--- config.mk ---
export PLATFORM = sky130hd
export DESIGN_NAME = accumulator_reg
export DESIGN_NICKNAME = d
export VERILOG_FILES = /design/src/rtl/accumulator_reg.sv
export SDC_FILE = /design/constraint.sdc
export NUM_CORES = 1
export LEC_CHECK = 0
export BUFFER_PORTS_ARGS = -buffer_cell sky130_fd_sc_hd__buf_2
export CAP_MARGIN = 20
export CORE_AREA = 10 10 47 49
export DETAILED_ROUTE_END_ITERATION = 10
export DIE_AREA = 0 0 57 59
export HOLD_SLACK_MARGIN = 0.02
export PLACE_DENSITY = 0.69
export SLEW_MARGIN = 0
export SYNTH_ARGS = -nofsm -noshare
export SYNTH_HDL_FRONTEND = slang
export SYNTH_SLANG_ARGS = --single-unit
export TNS_END_PERCENT = 1
--- constraint.sdc ---
create_clock -name CLK -period 1.7 [get_ports CLK]
set_input_delay 0.17 -clock CLK [delete_from_list [all_inputs] [get_ports CLK]]
set_output_delay 0.17 -clock CLK [all_outputs]
set_load 0.05 [all_outputs]
--- src/rtl/accumulator_reg.sv ---
// Accumulator register with optional CF/ZF/NF/VF flags (ACC_FLAGS_EN); 1-cycle load latency.
// No backpressure: an LA=0 strobe always loads; ACC_BUS is combinational from REGA and EA.
module accumulator_reg #(
  parameter int WIDTH = 8
) (
  input  logic             CLK,
  input  logic             CLR,
  input  logic             LA,
  input  logic             EA,
  input  logic             SU,
  input  logic             EU,
  input  logic [WIDTH-1:0] WBUS,
  input  logic [WIDTH-1:0] REGB,
  output logic [WIDTH-1:0] REGA,
  output logic [WIDTH-1:0] ACC_BUS,
  output logic             CF,
  output logic             ZF,
  output logic             NF,
  output logic             VF
);

  logic [WIDTH-1:0] acc;

  always_ff @(posedge CLK) begin
    if (!CLR) begin
      acc <= '0;
    end else if (!LA) begin
      acc <= WBUS;
    end
  end

  assign REGA    = acc;
  assign ACC_BUS = EA ? acc : '0;

`ifdef ACC_FLAGS_EN
  logic [WIDTH:0] sum;
  logic [WIDTH:0] diff;
  logic           cf_nxt;
  logic           vf_nxt;
  logic           cf_q, zf_q, nf_q, vf_q;

  assign sum  = {1'b0, acc} + {1'b0, REGB};
  assign diff = {1'b0, acc} - {1'b0, REGB};

  // Bit WIDTH of the zero-extended difference is set exactly when A < B.
  always_comb begin
    cf_nxt = 1'b0;
    vf_nxt = 1'b0;
    if (SU) begin
      cf_nxt = diff[WIDTH];
      vf_nxt = (acc[WIDTH-1] != REGB[WIDTH-1]) && (diff[WIDTH-1] != acc[WIDTH-1]);
    end else begin
      cf_nxt = sum[WIDTH];
      vf_nxt = (acc[WIDTH-1] == REGB[WIDTH-1]) && (sum[WIDTH-1] != acc[WIDTH-1]);
    end
  end

  always_ff @(posedge CLK) begin
    if (!CLR) begin
      cf_q <= 1'b0;
      zf_q <= 1'b0;
      nf_q <= 1'b0;
      vf_q <= 1'b0;
    end else if (!LA && EU) begin
      cf_q <= cf_nxt;
      zf_q <= (WBUS == '0);
      nf_q <= WBUS[WIDTH-1];
      vf_q <= vf_nxt;
    end
  end

  assign CF = cf_q;
  assign ZF = zf_q;
  assign NF = nf_q;
  assign VF = vf_q;
`else
  logic unused_flag_inputs;
  assign unused_flag_inputs = ^{SU, EU, REGB};

  assign CF = 1'b0;
  assign ZF = 1'b0;
  assign NF = 1'b0;
  assign VF = 1'b0;
`endif

endmodule

==> summary.log <==
[outcome] result of the run complete, no violations
[cells_and_area] final standard cell utilization of the core 0.3804
[die] overall die width 57 µm
[routing] routed length on met2 385 µm
[critical_path] maximum fanout encountered on the critical timing path 3
[cells_and_area] synthesis-to-finish area growth 38.31%
[critical_path] endpoint type of the worst setup path output pin
[die] number of ports placed on the die boundary 42
[synth] basic-gate share of the synthesized area counting and, or, nand and nor cells 0.2597
[timing] shortest clock period the worst path allows after layout 1.132 ns
[critical_path] endpoint arrival time on the critical path 0.96 ns
[routing] Routed met3 length 206 µm
[routing] via count of the routed design 335
[cells_and_area] max reg flops 8
[synth] post-synthesis register bit count 8
[cells_and_area] number of antenna cells inserted 0
[run] number of max-cap violations 0
[die] CORE AREA 1401 µm²
[cells_and_area] fin nets 90
[timing] RSZ-0062 raised after global routing false
[cts] Post CTS Setup Buffer Count 0
[grt] global router's overall resource usage 0.06041
[routing] residual DRC count 0
[timing] count of pins over their slew limit 0
[routing] final routed wire length divided by cell count 12.29 µm
[grt] total congestion overflow 0
[place] instance area at placement 510.5 µm²
[synth] synthesized area per cell 10.14 µm²
[grt] antenna violations before repair 0
[pwr] total leakage power 0.3036 nW
[synth] Warnings, synthesis 0
[routing] number of DRC markers after the initial detailed-route iteration 0
[synth] multiplexer share of the synthesized area 0.2078
[cts] clock sinks 8
[pwr] total design power 493.6 µW
[cts] Inserted Clock Buffers 3
[routing] router iterations before antenna repair 1
[synth] Post-Synth Adder-Cell Area 0
[cells_and_area] final instance area 533.0 µm²
[synth] area fraction in compound gates after synthesis 0
[critical_path] category of the most critical setup path flop to output pin
[timing] period utilisation layout 0.6659
[timing] maximum frequency from static timing analysis 0.8834 GHz
[cts] number of hold-repair buffers added at the cts stage 0
[grt] via count of the first global-routing pass 374
[cts] clk buf depth 2
[synth] count of different cell masters after synthesis 7
[routing] final antenna-violating net count 0
[cells_and_area] fraction of layout instances using a drive strength above 1 0.4545
[synth] number of cells produced by synthesis 38
[grt] wire length of the first global-routing pass 1614 µm
[cts] Skew-Pair Late Insertion Delay 0.24 ns
[critical_path] critical path startpoint category flop
[die] die extent in y 59 µm
[pwr] Power Density 926.0 nW/µm²
[synth] XOR/XNOR share of the synthesized area 0
[timing] Setup TNS 0 ns
[pwr] Max rail drop VDD 0.3810 mV
[cts] TritonCTS clock tree yes
[routing] post-detailed-routing wire length 1008 µm
[synth] sequential cell area fraction in the yosys report 0.4156
[grt] largest net degree at the start of global routing 9
[routing] DR top layer met3
[timing] hold violation count in the final report 0
[synth] total standard cell area after synthesis 385.4 µm²
[die] Site Rows 14
[cts] clock transition at the registers of the reported paths 0.05 ns
[timing] Hold Worst Slack 0.1736 ns
[timing] Final setup viols 0
[cts] CTS H-tree depth 1
[routing] mean number of vias per cell 4.085
[routing] routed length on met1 416 µm
[die] effective utilization at floorplan 0.2750
[hold_path] class of the tightest hold or removal check input port to flop
[die] die area 3363 µm²
[timing] largest clock skew in the final design 0 ns
[place] weighted congestion reported at the end of routability-driven placement 0.6331
[cts] Resize count post-CTS 0
[cts] clock root buffer master sky130_fd_sc_hd__clkbuf_4
[critical_path] Critical Path RT 1.53 ns
[synth] combinational family with the most area after synthesis simple AND/OR/NAND/NOR gates
[place] number of buffer cells added on primary ports 27
Yosys cell counts (all sizes together):
master,count,area [µm²]
and2,8,50.05
dfxtp,8,160.2
mux2i,8,80.08
nor2b,8,50.05
buf,5,41.29
conb,1,3.750
power breakdown:
part           leakage (nW)  switching (mW)  total [mW]  internal (mW)
Combinational         0.224           0.109       0.147         0.0380
Sequential           0.0661         0.00667       0.206          0.199
Clock                0.0138          0.0600       0.140         0.0805
through the flow:
step / instances / worst slack (ns)
after global routing: 82 / 0.4964
after detailed placement: 79 / 0.7987
after CTS: 82 / 0.5534
after global placement: 79 / 0.8080
after floorplan: 41 / 0.4028
final: 82 / 0.5680
cells by family (layout without fill, tap and decap cells):
kind of cell           after synthesis  count (layout)
buffers and inverters                5              30
AND/OR/NAND/NOR                     16              16
flip-flops                           8               8
other                                1               4
multiplexers                         8               8
area by class of cell:
type	count	area, µm²
Fill cell	152	868.3
Sequential cell	8	160.2
Multi-Input combinational cell	28	195.2
Clock buffer	3	22.52
Timing Repair Buffer	27	135.1
Tap cell	16	20.02
layer usage:
metal,global-route usage,vias to the layer above
li1,-,173
met1,0.06634,136
met2,0.07132,26
met3,0.05579,0
met4,0.04027,0
met5,0,-
worst max-delay path, stage by stage, from the launching register on:
cell and delay (ns):
sky130_fd_sc_hd__dfxtp_1 0.34, sky130_fd_sc_hd__and2_1 0.12, sky130_fd_sc_hd__buf_2 0.25
path summary, 6_finish.rpt:
kind | to | cells past startpoint | start | slack, ns
worst max register to register | REGA[0] | 2 | REGA[0] | 1.09
worst min-delay path | REGA[3] | 3 | WBUS[3] | 0.17
worst min register to register | REGA[4] | 2 | REGA[4] | 0.53
worst max-delay path | ACC_BUS[0] | 2 | REGA[0] | 0.57
cells in the final DEF (no fill, tap or decap):
cell | synthesis | final
sky130_fd_sc_hd__dfxtp_1 | 8 | 8
sky130_fd_sc_hd__conb_1 | 1 | 4
sky130_fd_sc_hd__buf_2 | 0 | 27
sky130_fd_sc_hd__nor2b_1 | 8 | 8
sky130_fd_sc_hd__mux2i_1 | 8 | 8
sky130_fd_sc_hd__and2_1 | 8 | 8
sky130_fd_sc_hd__clkbuf_4 | 0 | 3
Note: power is estimated with default switching activity, not from simulation.
